### src/rtl/noc_ni_multi_outstanding.sv
// Initiator-side network interface with a tagged outstanding-transaction table.
// Local requests become 2/3-flit packets; router responses are matched to
// their tags, and stale entries retire with a timeout error completion.
module noc_ni_multi_outstanding #(
  parameter int unsigned DATA_WIDTH      = 32,
  parameter int unsigned ADDR_WIDTH      = 32,
  parameter int unsigned NODE_ID         = 0,
  parameter int unsigned MAX_OUTSTANDING = 4,
  parameter int unsigned TIMEOUT_CYCLES  = 1024
) (
  input  logic                  clk,
  input  logic                  rst_n,
  input  logic                  req_valid,
  output logic                  req_ready,
  input  logic                  req_write,
  input  logic [ADDR_WIDTH-1:0] req_addr,
  input  logic [DATA_WIDTH-1:0] req_wdata,
  input  logic [7:0]            req_dest,
  input  logic [2:0]            req_msg_type,
  output logic [2:0]            req_tag,
  output logic                  rsp_valid,
  output logic [2:0]            rsp_tag,
  output logic                  rsp_write,
  output logic                  rsp_err,
  output logic [DATA_WIDTH-1:0] rsp_data,
  output logic [DATA_WIDTH-1:0] router_in_data,
  output logic                  router_in_valid,
  input  logic                  router_in_ready,
  input  logic [DATA_WIDTH-1:0] router_out_data,
  input  logic                  router_out_valid,
  output logic                  router_out_ready,
  output logic [3:0]            outstanding_cnt,
  output logic [7:0]            drop_cnt
);

  localparam int unsigned TW      = $clog2(TIMEOUT_CYCLES + 1);
  localparam int unsigned TLAST_I = (TIMEOUT_CYCLES >= 2) ? TIMEOUT_CYCLES - 2 : 0;
  localparam logic [TW-1:0] TLAST = TLAST_I[TW-1:0];
  localparam logic [7:0]    SRC   = 8'(NODE_ID);

  typedef enum logic [1:0] {TX_IDLE, TX_HDR, TX_ADDR, TX_DATA} tx_state_t;
  typedef enum logic {RX_HDR, RX_BODY} rx_state_t;

  tx_state_t tx_state;
  rx_state_t rx_state;

  logic                  tx_write;
  logic [DATA_WIDTH-1:0] tx_addr_q;
  logic [DATA_WIDTH-1:0] tx_wdata_q;

  logic [MAX_OUTSTANDING-1:0] valid;
  logic [MAX_OUTSTANDING-1:0] valid_nxt;
  logic [MAX_OUTSTANDING-1:0] wr;
  logic [TW-1:0]              timer [MAX_OUTSTANDING];

  logic [1:0] rx_rem;
  logic [1:0] rx_kind;
  logic [2:0] rx_tag;

  logic                  free_any;
  logic [2:0]            alloc_idx;
  logic                  accept;
  logic [DATA_WIDTH-1:0] addr_ext;
  logic                  to_any;
  logic [2:0]            to_idx;
  logic                  to_wr;
  logic                  fire_to;
  logic                  rx_last;
  logic [1:0]            fin_kind;
  logic [2:0]            fin_tag;
  logic                  hit_v;
  logic                  hit_w;
  logic                  rx_match;
  logic                  rx_drop;
  logic [3:0]            cnt_nxt;

  function automatic logic [DATA_WIDTH-1:0] mk_hdr(input logic [7:0] d, input logic [2:0] m,
                                                   input logic [1:0] k, input logic [2:0] t);
    logic [DATA_WIDTH-1:0] h;
    h = '0;
    h[31:0] = {d, SRC, m, k, t, 8'h00};
    return h;
  endfunction

  if (ADDR_WIDTH >= DATA_WIDTH) begin : g_addr_trunc
    assign addr_ext = req_addr[DATA_WIDTH-1:0];
  end else begin : g_addr_ext
    assign addr_ext = {{(DATA_WIDTH-ADDR_WIDTH){1'b0}}, req_addr};
  end

  // Lowest free table index becomes the tag of the next request.
  always_comb begin
    free_any  = 1'b0;
    alloc_idx = '0;
    for (int unsigned i = MAX_OUTSTANDING; i > 0; i--) begin
      if (!valid[i-1]) begin
        free_any  = 1'b1;
        alloc_idx = 3'(i - 1);
      end
    end
  end

  assign req_ready = router_out_ready && (tx_state == TX_IDLE) && free_any;
  assign req_tag   = alloc_idx;
  assign accept    = req_valid && req_ready;

  // Lowest-tag entry whose timer has reached its expiry count.
  always_comb begin
    to_any = 1'b0;
    to_idx = '0;
    to_wr  = 1'b0;
    for (int unsigned i = MAX_OUTSTANDING; i > 0; i--) begin
      if (valid[i-1] && timer[i-1] == TLAST) begin
        to_any = 1'b1;
        to_idx = 3'(i - 1);
        to_wr  = wr[i-1];
      end
    end
  end

  // Final-flit detection and tag/kind matching for the ejected packet.
  always_comb begin
    rx_last  = 1'b0;
    fin_kind = rx_kind;
    fin_tag  = rx_tag;
    if (router_out_valid && router_out_ready) begin
      if (rx_state == RX_HDR) begin
        fin_kind = router_out_data[12:11];
        fin_tag  = router_out_data[10:8];
        rx_last  = (router_out_data[12:11] == 2'b11);
      end else begin
        rx_last  = (rx_rem == 2'd1);
      end
    end
    hit_v = 1'b0;
    hit_w = 1'b0;
    for (int unsigned i = 0; i < MAX_OUTSTANDING; i++) begin
      if (fin_tag == 3'(i)) begin
        hit_v = valid[i];
        hit_w = wr[i];
      end
    end
    rx_match = rx_last && hit_v &&
               ((fin_kind == 2'b10 && !hit_w) || (fin_kind == 2'b11 && hit_w));
    rx_drop  = rx_last && !rx_match;
    fire_to  = to_any && !rx_match;
  end

  // Next table occupancy: completions and timeouts free, acceptance allocates.
  always_comb begin
    valid_nxt = valid;
    cnt_nxt   = '0;
    for (int unsigned i = 0; i < MAX_OUTSTANDING; i++) begin
      if (rx_match && fin_tag == 3'(i)) valid_nxt[i] = 1'b0;
      if (fire_to && to_idx == 3'(i))   valid_nxt[i] = 1'b0;
      if (accept && alloc_idx == 3'(i)) valid_nxt[i] = 1'b1;
    end
    for (int unsigned i = 0; i < MAX_OUTSTANDING; i++) begin
      cnt_nxt = cnt_nxt + 4'(valid_nxt[i]);
    end
  end

  // TX FSM: registers the request and presents one flit at a time.
  always_ff @(posedge clk or negedge rst_n) begin
    if (!rst_n) begin
      tx_state        <= TX_IDLE;
      tx_write        <= 1'b0;
      tx_addr_q       <= '0;
      tx_wdata_q      <= '0;
      router_in_data  <= '0;
      router_in_valid <= 1'b0;
    end else begin
      case (tx_state)
        TX_IDLE: if (accept) begin
          tx_write        <= req_write;
          tx_addr_q       <= addr_ext;
          tx_wdata_q      <= req_wdata;
          router_in_data  <= mk_hdr(req_dest, req_msg_type, {1'b0, req_write}, alloc_idx);
          router_in_valid <= 1'b1;
          tx_state        <= TX_HDR;
        end
        TX_HDR: if (router_in_ready) begin
          router_in_data <= tx_addr_q;
          tx_state       <= TX_ADDR;
        end
        TX_ADDR: if (router_in_ready) begin
          if (tx_write) begin
            router_in_data <= tx_wdata_q;
            tx_state       <= TX_DATA;
          end else begin
            router_in_data  <= '0;
            router_in_valid <= 1'b0;
            tx_state        <= TX_IDLE;
          end
        end
        default: if (router_in_ready) begin
          router_in_data  <= '0;
          router_in_valid <= 1'b0;
          tx_state        <= TX_IDLE;
        end
      endcase
    end
  end

  // RX FSM: walks each packet by its kind-derived length.
  always_ff @(posedge clk or negedge rst_n) begin
    if (!rst_n) begin
      rx_state         <= RX_HDR;
      rx_rem           <= '0;
      rx_kind          <= '0;
      rx_tag           <= '0;
      router_out_ready <= 1'b0;
    end else begin
      router_out_ready <= 1'b1;
      if (router_out_valid && router_out_ready) begin
        if (rx_state == RX_HDR) begin
          rx_kind <= router_out_data[12:11];
          rx_tag  <= router_out_data[10:8];
          case (router_out_data[12:11])
            2'b01:   begin rx_rem <= 2'd2; rx_state <= RX_BODY; end
            2'b11:   rx_state <= RX_HDR;
            default: begin rx_rem <= 2'd1; rx_state <= RX_BODY; end
          endcase
        end else begin
          rx_rem <= rx_rem - 2'd1;
          if (rx_rem == 2'd1) rx_state <= RX_HDR;
        end
      end
    end
  end

  // Outstanding table, completion port and drop counter.
  // Expiry is flagged one count before TIMEOUT_CYCLES-1 so the registered
  // error pulse lands exactly TIMEOUT_CYCLES cycles after acceptance.
  always_ff @(posedge clk or negedge rst_n) begin
    if (!rst_n) begin
      valid           <= '0;
      wr              <= '0;
      for (int unsigned i = 0; i < MAX_OUTSTANDING; i++) timer[i] <= '0;
      rsp_valid       <= 1'b0;
      rsp_tag         <= '0;
      rsp_write       <= 1'b0;
      rsp_err         <= 1'b0;
      rsp_data        <= '0;
      outstanding_cnt <= '0;
      drop_cnt        <= '0;
    end else begin
      valid           <= valid_nxt;
      outstanding_cnt <= cnt_nxt;
      for (int unsigned i = 0; i < MAX_OUTSTANDING; i++) begin
        if (accept && alloc_idx == 3'(i)) begin
          wr[i]    <= req_write;
          timer[i] <= '0;
        end else if (valid[i] && timer[i] != TLAST) begin
          timer[i] <= timer[i] + 1'b1;
        end
      end
      rsp_valid <= 1'b0;
      rsp_tag   <= '0;
      rsp_write <= 1'b0;
      rsp_err   <= 1'b0;
      rsp_data  <= '0;
      if (rx_match) begin
        rsp_valid <= 1'b1;
        rsp_tag   <= fin_tag;
        rsp_write <= fin_kind[0];
        rsp_data  <= (fin_kind == 2'b10) ? router_out_data : '0;
      end else if (fire_to) begin
        rsp_valid <= 1'b1;
        rsp_tag   <= to_idx;
        rsp_write <= to_wr;
        rsp_err   <= 1'b1;
      end
      if (rx_drop && drop_cnt != 8'hFF) drop_cnt <= drop_cnt + 8'd1;
    end
  end

endmodule
### config.mk
export PLATFORM = sky130hd
export DESIGN_NAME = noc_ni_multi_outstanding
export DESIGN_NICKNAME = d
export VERILOG_FILES = /design/src/rtl/noc_ni_multi_outstanding.sv
export SDC_FILE = /design/constraint.sdc
export NUM_CORES = 1
export LEC_CHECK = 0
export CAP_MARGIN = 20
export CORE_MARGIN = 8
export CORE_UTILIZATION = 25
export CTS_CLUSTER_DIAMETER = 100
export DETAILED_ROUTE_END_ITERATION = 10
export MAX_ROUTING_LAYER = met4
export PLACE_DENSITY = 0.43
export SETUP_SLACK_MARGIN = 0.05
export SLEW_MARGIN = 5
export SYNTH_ARGS = -nofsm -noshare
export SYNTH_HDL_FRONTEND = slang
export SYNTH_SLANG_ARGS = --single-unit
### constraint.sdc
create_clock -name clk -period 7.64 [get_ports clk]
set_input_delay 0.764 -clock clk [delete_from_list [all_inputs] [get_ports clk]]
set_output_delay 0.764 -clock clk [all_outputs]
set_load 0.03 [all_outputs]
==> results of run 1 <==
==> flip-flops by register name (all words and copies together) (netlist names), 2 cells and up <==
name             flops
timer               44
router_in_data      32
rsp_data            32
tx_addr_q           32
tx_wdata_q          32
drop_cnt             8
valid                4
wr                   4
outstanding_cnt      3
rsp_tag              3
rx_tag               3
rx_kind              2
rx_rem               2
tx_state             2
==> kinds of logic (layout without fill, tap and decap cells) <==
family | count (synthesis) | after routing | share of synthesized area, %
other | 2 | 8 | 0.0810
and+or+nand+nor | 277 | 277 | 15.0
buffers and inverters | 60 | 276 | 2.82
AOI/OAI and AO/OA | 134 | 134 | 9.14
adders and majority gates | 13 | 13 | 1.84
DFF | 210 | 210 | 56.7
muxes | 98 | 98 | 11.7
xor gates and xnor gates | 29 | 29 | 2.74
==> final timing paths <==
path | slack, ns | endpoint | startpoint
min in group clk | 0.49 | timer[10] | timer[10]
worst min-delay path | 0.25 | timer[2] | rst_n
max in group asynchronous | 5.94 | tx_wdata_q[19] | rst_n
worst max register to register | 3.66 | outstanding_cnt[1] | rx_state
worst min register to register | 0.49 | timer[10] | timer[10]
worst max-delay path | 3.48 | outstanding_cnt[1] | router_out_valid
==> critical path, stage by stage <==
cell and delay, ns:
clkdlybuf4s50_1 0.58, nand3b_2 0.29, mux2i_4 0.31, mux2i_1 0.18, a2111oi_4 0.50, nand3b_2 0.46
nand2b_1 0.30, a31o_2 0.27, fa_1 0.46, ha_1 0.20, ha_1 0.27
==> stage by stage <==
stage | hold WS (ns) | worst slack [ns]
finish | 0.247 | 3.48
floorplan | 0.447 | 4.21
detailed placement | 0.478 | 2.93
global route | 0.295 | 3.24
CTS | 0.272 | 3.48
global placement | 0.483 | 3.00
==> routing by layer <==
layer  routed length (um)  vias to the layer above  track usage, %
met5                    0                        -               -
met4                  533                        0            2.99
met3                 1730                       31            3.19
met2                11800                      162            18.4
met1                13000                     3278            17.0
li1                     -                     3298               -
==> final cells by class <==
cell class | instances | share of cell area [%]
antenna | 4 | 0.0795
clock buffer | 40 | 6.15
clock inverter | 5 | 0.229
inverter | 20 | 0.597
multi-input combinational | 555 | 29.9
sequential | 210 | 41.8
tap | 468 | 4.65
timing repair buffer | 211 | 16.6
==> power by group <==
| group | leakage, nW | internal [mW] | switching [mW] | total (mW) |
|---|---|---|---|---|
| Clock | 0.398 | 0.692 | 0.479 | 1.17 |
| Combinational | 2.35 | 0.793 | 0.962 | 1.76 |
| Sequential | 2.61 | 1.56 | 0.341 | 1.90 |
| Total | 5.36 | 3.05 | 1.78 | 4.83 |
==> layout by cell type (no fill, tap or decap), types with 12 or more instances in the layout <==
cell type | netlist | routed
dfrtp_1 | 210 | 210
clkdlybuf4s50_1 | 0 | 197
nor2_1 | 91 | 91
mux2_2 | 70 | 70
a21oi_1 | 53 | 53
nand2_1 | 43 | 42
and2_1 | 37 | 37
clkbuf_16 | 0 | 27
mux2i_1 | 26 | 26
nand3_1 | 22 | 22
nand4_1 | 21 | 21
inv_1 | 20 | 20
o21ai_0 | 20 | 20
a22oi_1 | 18 | 18
xnor2_1 | 17 | 17
a31oi_1 | 16 | 16
xor2_1 | 12 | 12
ha_1 | 12 | 12
==> reports/qor.yml, run 1 <==
sta:
  rsz0062_at_grt: "no"
  finalHoldViolCount: 0
  slew_headroom_pct: 28.8
  finalSetupViolCount: 0
  fin_crit_ns: 4.16
  fin_skew_ns: 0.0147
  totalNegativeSetupSlack_ns: 0
  max_freq_mhz: 240
  maxSlewViolCount: 0
  finalCritPeriodShare_pct: 54.5
  tightest_slew_ns: 1.06
critical_path:
  crit_required_ns: 8.06
  worst_setup_path_end_kind: "register"
  start_kind: "primary input"
  crit_type: "primary input to register"
  rr_worst_depth: 10
  cp_data_arrival_time_ns: 4.58
  critPathMaxFanout: 21
grt:
  grt.overflow.total: 0
  grt_max_degree: 88
  grt_antenna_before_repair: 5
  grtUsageTotal_pct: 12.5
  grt_pass1_wl_um: 42400
  grt_pass1_vias: 6839
clock_tree:
  htreeDepth: 1
  root_buffer: "clkbuf_16"
  clkTransAtPathRegs_ns: 0.06
  cts_tree: "done"
  cts_made_buffers: 27
  hold_buffers: 0
  cts_buffer_depth: 3
  cts_setup_buffers: 0
  postCtsResizedCells: 0
  clock_sinks: 210
  clock_latency_ns: 0.53
pwr:
  p_leak_nw: 5.36
  power_density_nw_per_um2: 384
  vdd_drop_max_mv: 0.196
  total_power_mw: 4.83
outcome:
  status: "finished clean"
route:
  routed_wl_um: 27000
  drtAntennaViolNets: 0
  drt_iter0_drc: 356
  dr_total_vias: 6769
  via_per_inst: 4.47
  drtPass1Iterations: 5
  wl_per_cell_um: 17.9
  drc: 0
layout:
  syn2layout_area_growth_pct: 35.7
  layout.nets: 1151
  drive_above_1_share_pct: 12.7
  stdcell_count: 1513
  multi_input_area_um2: 3770
  finalInstanceArea_um2: 12600
  fillers: 3727
  regArea_um2: 5260
  post-route-util_pct: 34.4
die:
  io-pin-count: 201
  die_h_um: 209
  design.core.area_um2: 36600
  rows: 70
  fp.dieW_um: 209
  start_util_pct: 25.3
  dieArea_um2: 43500
synth:
  synth_top_flop_cell: "dfrtp_1"
  syn_area_per_cell_um2: 11.3
  ys_seq_area_share_pct: 56.7
  synth_most_common_cell: "dfrtp_1"
  synthTopCellsByCount: "dfrtp_1, nor2_1, mux2_2"
  synth.largest_area_cell: "dfrtp_1"
  synth_top_area_share_pct: 56.7
  synth.distinct_cells: 57
  synth_seq_cells: 210
  synth_area_um2: 9270
  yosys_warnings: 0
  synthArstFlopShare_pct: 100
  synth_area_leaders: "dfrtp_1, mux2_2, nor2_1"
  synth_cells: 823
  synth_edf_count: 0
placement:
  post-dp-hpwl_um: 18900
  dpl-instance-area_um2: 11800
  dp_cells: 1463
  place_congestion: 0.729
  io_buffers: 198
flow_run:
  drv_cap: 0
hold_path:
  hp-class: "primary input to asynchronous set/reset pin"
(Power assumes the default switching activity.)
==> run 2, diff against run 1 <==
Settings changed: PLACE_DENSITY 0.43 to 0.45.
Clock period 7.64 ns to 3.6 ns, I/O delays scaled along.
==> run 2 against run 1 <==
- wire length increased by 0.11%
- sequential share of layout area decreased by 1.2 points
- clock-buffer cell count decreased by 6
- core utilization increased by 0.97 points
- flip-flop and latch count unchanged
- hold slack improved by 0.14 ns
- design area increased by 2.8%
- clock power increased by 140%
==> reports/qor.yml, run 2 (synthesized netlist as in run 1, its figures left out) <==
route:
  wl_per_cell_um: 17.6  # -1.8%
  drc: 0  # unchanged
  drt_iter0_drc: 288  # -19%
  drtPass1Iterations: 4  # -1
  routed_wl_um: 27100  # +0.11%
  drtAntennaViolNets: 0  # unchanged
  dr_wl_met2_um: 12300  # +4.0%
  met3WireLength_um: 1530  # -12%
  dr_total_vias: 6926  # +2.3%
  drt-met1-wl_um: 12500  # -3.5%
  via_per_inst: 4.49  # +0.40%
  top_layer: "met4"
sta:
  fin_crit_ns: 3.27
  worst_slack_ns: 0.326  # -3.15 ns
  finalHoldViolCount: 0  # unchanged
  slew_headroom_pct: 50.5  # +22 points
  fin_skew_ns: 0.00733  # -0.00741 ns
  tightest_slew_ns: 0.739  # -0.324 ns
  maxSlewViolCount: 0  # unchanged
  finalSetupViolCount: 0  # unchanged
  rsz0062_at_grt: "no"
  finalCritPeriodShare_pct: 91.0
  whs_ns: 0.386  # +0.139 ns
  max_freq_mhz: 305
layout:
  post-route-util_pct: 35.3  # +0.97 points
  regMostFlops: "timer"
  syn2layout_area_growth_pct: 39.6
  drive_above_1_share_pct: 15.6  # +2.9 points
  largest_reg_flops: 44  # unchanged
  layout_commonest_cell: "dfrtp_1"
  final_cell_mix: "dfrtp_1, clkdlybuf4s50_1, nor2_1"
  fillers: 3693  # -0.91%
  finalInstanceArea_um2: 12900  # +2.8%
  layout.nets: 1176  # +2.2%
die:
  die_h_um: 209  # unchanged
  design.core.area_um2: 36600  # unchanged
  io-pin-count: 201  # unchanged
  rows: 70  # unchanged
  dieArea_um2: 43500  # unchanged
  fp.dieW_um: 209  # unchanged
  start_util_pct: 25.3  # unchanged
critical_path:
  worst_setup_path_end_kind: "register"
  start_kind: "register"
  rr_worst_depth: 11  # +1
  crit_type: "register to register"
  crit_required_ns: 4.01  # -4.05 ns
  cp_data_arrival_time_ns: 3.69  # -0.89 ns
  critPathMaxFanout: 7  # -67%
grt:
  grtUsageTotal_pct: 12.5  # about the same
  grt.overflow.total: 0  # unchanged
  grt_antenna_before_repair: 4  # -1
  grt_pass1_wl_um: 42700  # +0.78%
  grt_pass1_vias: 7195  # +5.2%
  grt_max_degree: 82  # -6.8%
placement:
  io_buffers: 198  # unchanged
  dpl-instance-area_um2: 12000  # +1.8%
  place_congestion: 0.737  # +1.1%
  post-dp-hpwl_um: 19000  # +0.49%
  place_ws_ns: -0.0756  # -3.01 ns
clock_tree:
  clock_latency_ns: 0.53  # about the same
  cts_buffer_depth: 3  # unchanged
  htreeDepth: 1  # unchanged
  clkTransAtPathRegs_ns: 0.06  # about the same
  root_buffer: "clkbuf_16"
  clock_sinks: 210  # unchanged
  cts_tree: "done"
  cts_made_buffers: 27  # unchanged
pwr:
  power_density_nw_per_um2: 827  # +120%
  vdd_drop_max_mv: 0.311  # +59%
  p_leak_nw: 5.56  # +3.7%
outcome:
  status: "finished clean"
hold_path:
  hp-class: "primary input to asynchronous set/reset pin"
flow_run:
  drv_cap: 0  # unchanged
## run 2: changes by cell type in the layout (fill, tap and decap cells not counted), sizes merged
| cell | delta |
|---|---|
| clkbuf | -6 |
| inv | +1 |
| clkinv | +3 |
| buf | +24 |
| bufinv | +4 |
| dlygate4sd3 | +1 |
| clkinvlp | +2 |
## run 2: final timing paths
check | start | endpoint | slack, ns
max | rx_state | outstanding_cnt[1] | 0.33
min | rst_n | drop_cnt[3] | 0.39
max reg2reg | rx_state | outstanding_cnt[1] | 0.33
min reg2reg | timer[10] | timer[10] | 0.49
max in group asynchronous | rst_n | router_in_data[11] | 2.11
min in group clk | router_out_data[4] | rsp_data[4] | 0.39
## run 2: repair_timing
item	CTS	global route
hold buffers	1	0
resized for setup	0	0
hold endpoints to repair	78	0
buffers inserted	0	0
## run 2: power breakdown
part | leakage, nW | total (mW) | internal (mW) | switching, mW
clock network | 0.470 | 2.85 | 1.78 | 1.07
logic | 2.48 | 3.86 | 1.76 | 2.10
registers | 2.61 | 3.99 | 3.31 | 0.674
total | 5.56 | 10.7 | 6.85 | 3.85
## run 2: area by class of cell
type | count | area (um^2) | share of cell area, %
inverters | 20 | 75.1 | 0.580
repair buffers | 236 | 2300 | 17.8
diodes | 4 | 10.0 | 0.0773
clock inverters | 15 | 188 | 1.45
flip-flops and latches | 210 | 5260 | 40.6
multi-input cells | 555 | 3770 | 29.1
well taps | 468 | 586 | 4.52
clock buffers | 34 | 762 | 5.89
## run 2: per-stage QoR
| step | instances | power, mW | setup TNS (ns) |
|---|---|---|---|
| detailed placement | 1488 | 7.97 | -0.0756 |
| finish | 1542 | 10.7 | 0 |
| global route | 1542 | 11.5 | 0 |
| floorplan | 825 | 6.43 | 0 |
| global placement | 1488 | 7.91 | -0.0358 |
| CTS | 1538 | 10.9 | 0 |
## run 2: critical path: stages (launching register included)
cell	delay, ns
dfrtp_1	0.37
nand3b_2	0.30
buf_4	0.21
mux2i_1	0.17
nor2b_1	0.18
a2111oi_4	0.31
nand3b_2	0.23
nand2b_1	0.20
a31o_2	0.27
fa_1	0.46
ha_1	0.19
ha_1	0.27
## run 2: layer usage
layer / vias to the layer above / GRT usage, %
met5: - / -
met4: 0 / 3.79
met3: 44 / 3.38
met2: 159 / 19.6
met1: 3371 / 15.7
li1: 3352 / -
==> run 3, diff against run 2 <==
Settings changed: CORE_UTILIZATION 25 to 40, PLACE_DENSITY 0.45 to 0.66.
==> run 3 against run 2 <==
- total power is 2.8% lower
- combinational power down 3%
- sequential power is essentially flat
- via count decreased by 1.5%
- maximum frequency is 2.1% lower
- non-clock buffer count is 9 lower
- hold slack improved by 0.0036 ns
- first-iteration DRC count is 67% higher
- die area fell by 35%
- core utilization rose by 20 points
- global-route usage grew 4.2 points
==> reports/qor.yml, run 3 (synthesized netlist as in run 1, its figures left out) <==
layout:
  syn2layout_area_growth_pct: 35.5
  drive_above_1_share_pct: 14.6  # -1.0 points
  stdcell_count: 1342  # -13%
  final_cell_mix: "dfrtp_1, clkdlybuf4s50_1, nor2_1"
  largest_reg_flops: 44  # unchanged
  layout_commonest_cell: "dfrtp_1"
  regMostFlops: "timer"
  layout.nets: 1164  # -1.0%
  finalInstanceArea_um2: 12600  # -2.9%
die:
  io-pin-count: 201  # unchanged
  die_h_um: 168  # -19%
  fp.dieW_um: 168  # -19%
  start_util_pct: 40.8  # +16 points
  dieArea_um2: 28300  # -35%
  rows: 55  # -21%
  design.core.area_um2: 22700  # -38%
placement:
  place_congestion: 0.848  # +15%
  place_ws_ns: -0.177  # -0.101 ns
  dpl-instance-area_um2: 11700  # -2.5%
  dp_cells: 1296  # -13%
  io_buffers: 198  # unchanged
  post-dp-hpwl_um: 16500  # -13%
route:
  drtAntennaViolNets: 0  # unchanged
  dr_total_vias: 6825  # -1.5%
  wl_per_cell_um: 17.5  # -0.53%
  routed_wl_um: 23400  # -13%
  via_per_inst: 5.09  # +13%
  drc: 0  # unchanged
  drt_iter0_drc: 480  # +67%
  drtPass1Iterations: 5  # +1
sta:
  finalHoldViolCount: 0  # unchanged
  fin_crit_ns: 3.35  # +0.0715 ns
  worst_slack_ns: 0.254  # -0.0715 ns
  tightest_slew_ns: 0.953  # +0.214 ns
  max_freq_mhz: 299  # -2.1%
  finalCritPeriodShare_pct: 92.9  # +2.0 points
  rsz0062_at_grt: "no"
  maxSlewViolCount: 0  # unchanged
  slew_headroom_pct: 36.5  # -14 points
  fin_skew_ns: 0.0137  # +0.00637 ns
  finalSetupViolCount: 0  # unchanged
grt:
  grt_pass1_vias: 6969  # -3.1%
  grt_pass1_wl_um: 37700  # -12%
  grtUsageTotal_pct: 16.7  # +4.2 points
  grt_max_degree: 82  # unchanged
  grt_antenna_before_repair: 1  # -3
  grt.overflow.total: 0  # unchanged
hold_path:
  holdCritStartpoint: "router_out_data[13]"
  hp-class: "primary input to register"
clock_tree:
  cts_made_buffers: 24  # -11%
  clkTransAtPathRegs_ns: 0.06  # about the same
  clock_sinks: 210  # unchanged
  cts_tree: "done"
  root_buffer: "clkbuf_16"
  cts_buffer_depth: 3  # unchanged
  clock_latency_ns: 0.52  # about the same
  htreeDepth: 1  # unchanged
critical_path:
  r2r_end: "outstanding_cnt[1]"
  worst_setup_path_end_kind: "register"
  rr_worst_depth: 11  # unchanged
  crit_end: "outstanding_cnt[1]"
  r2r_start: "rx_state"
  start_kind: "register"
  crit_type: "register to register"
  worstSetupStartpoint: "rx_state"
  r2r_slack_ns: 0.25  # -0.07 ns
  crit_required_ns: 3.99  # -0.02 ns
  critPathMaxFanout: 8  # +1
  cp_data_arrival_time_ns: 3.74  # +0.05 ns
outcome:
  status: "finished clean"
pwr:
  total_power_mw: 10.4  # -2.8%
  vdd_drop_max_mv: 0.381  # +23%
  power_density_nw_per_um2: 827  # about the same
  p_leak_nw: 5.47  # -1.6%
flow_run:
  drv_cap: 0  # unchanged
==> run 3: repair_timing <==
| action | 4_1_cts | 5_1_grt |
|---|---|---|
| hold buffers | 1 | 0 |
| endpoints found under the setup margin | 0 | 1 |
| buffers inserted | 0 | 0 |
| gates resized for setup | 0 | 1 |
| endpoints found under the hold margin | 78 | 0 |
==> run 3: layout make-up <==
class	instances	area, um^2
fillers	1964	10100
flip-flops and latches	210	5260
multi-input cells	555	3770
repair buffers	227	2230
clock buffers	32	701
well taps	285	357
clock inverters	12	174
inverters	20	75.1
diodes	1	2.50
==> run 3: worst min path at each step <==
stage / depth (start not counted) / end / slack [ns]
after global routing: 2 / rsp_data[30] / 0.39
after floorplan: 0 / drop_cnt[0] / 0.06
after global placement: 1 / drop_cnt[4] / 0.39
after CTS: 2 / rsp_data[13] / 0.37
final: 2 / rsp_data[13] / 0.39
after detailed placement: 1 / drop_cnt[4] / 0.40
==> run 3: through the flow <==
step	util, %	hold slack [ns]	setup TNS, ns
CTS	55.3	0.370	0
detailed placement	51.4	0.397	-0.241
global placement	51.4	0.392	-0.204
floorplan	-	0.0644	0
global route	55.3	0.391	0
finish	55.3	0.389	0
==> run 3: where the power goes <==
group	switching [mW]	leakage, nW	internal [mW]
clock	0.973	0.434	1.65
sequential	0.702	2.61	3.31
combinational	2.03	2.43	1.73
==> run 3: routing by layer <==
layer	vias to the layer above	routed length (um)	GRT usage [%]
li1	3312	-	-
met1	3305	10700	22.0
met2	178	10600	25.3
met3	30	1670	4.12
met4	0	516	5.05
met5	-	0	-
==> run 3: critical path, cell delays in order, from the launching register on <==
cell and delay, ns:
dfrtp_1 0.37, nand3b_2 0.37, buf_4 0.24, mux2i_2 0.30, o211a_1 0.23, nor3_1 0.06
nand3b_2 0.27, buf_4 0.19, o211ai_1 0.26, fa_1 0.46, ha_1 0.20, ha_1 0.28
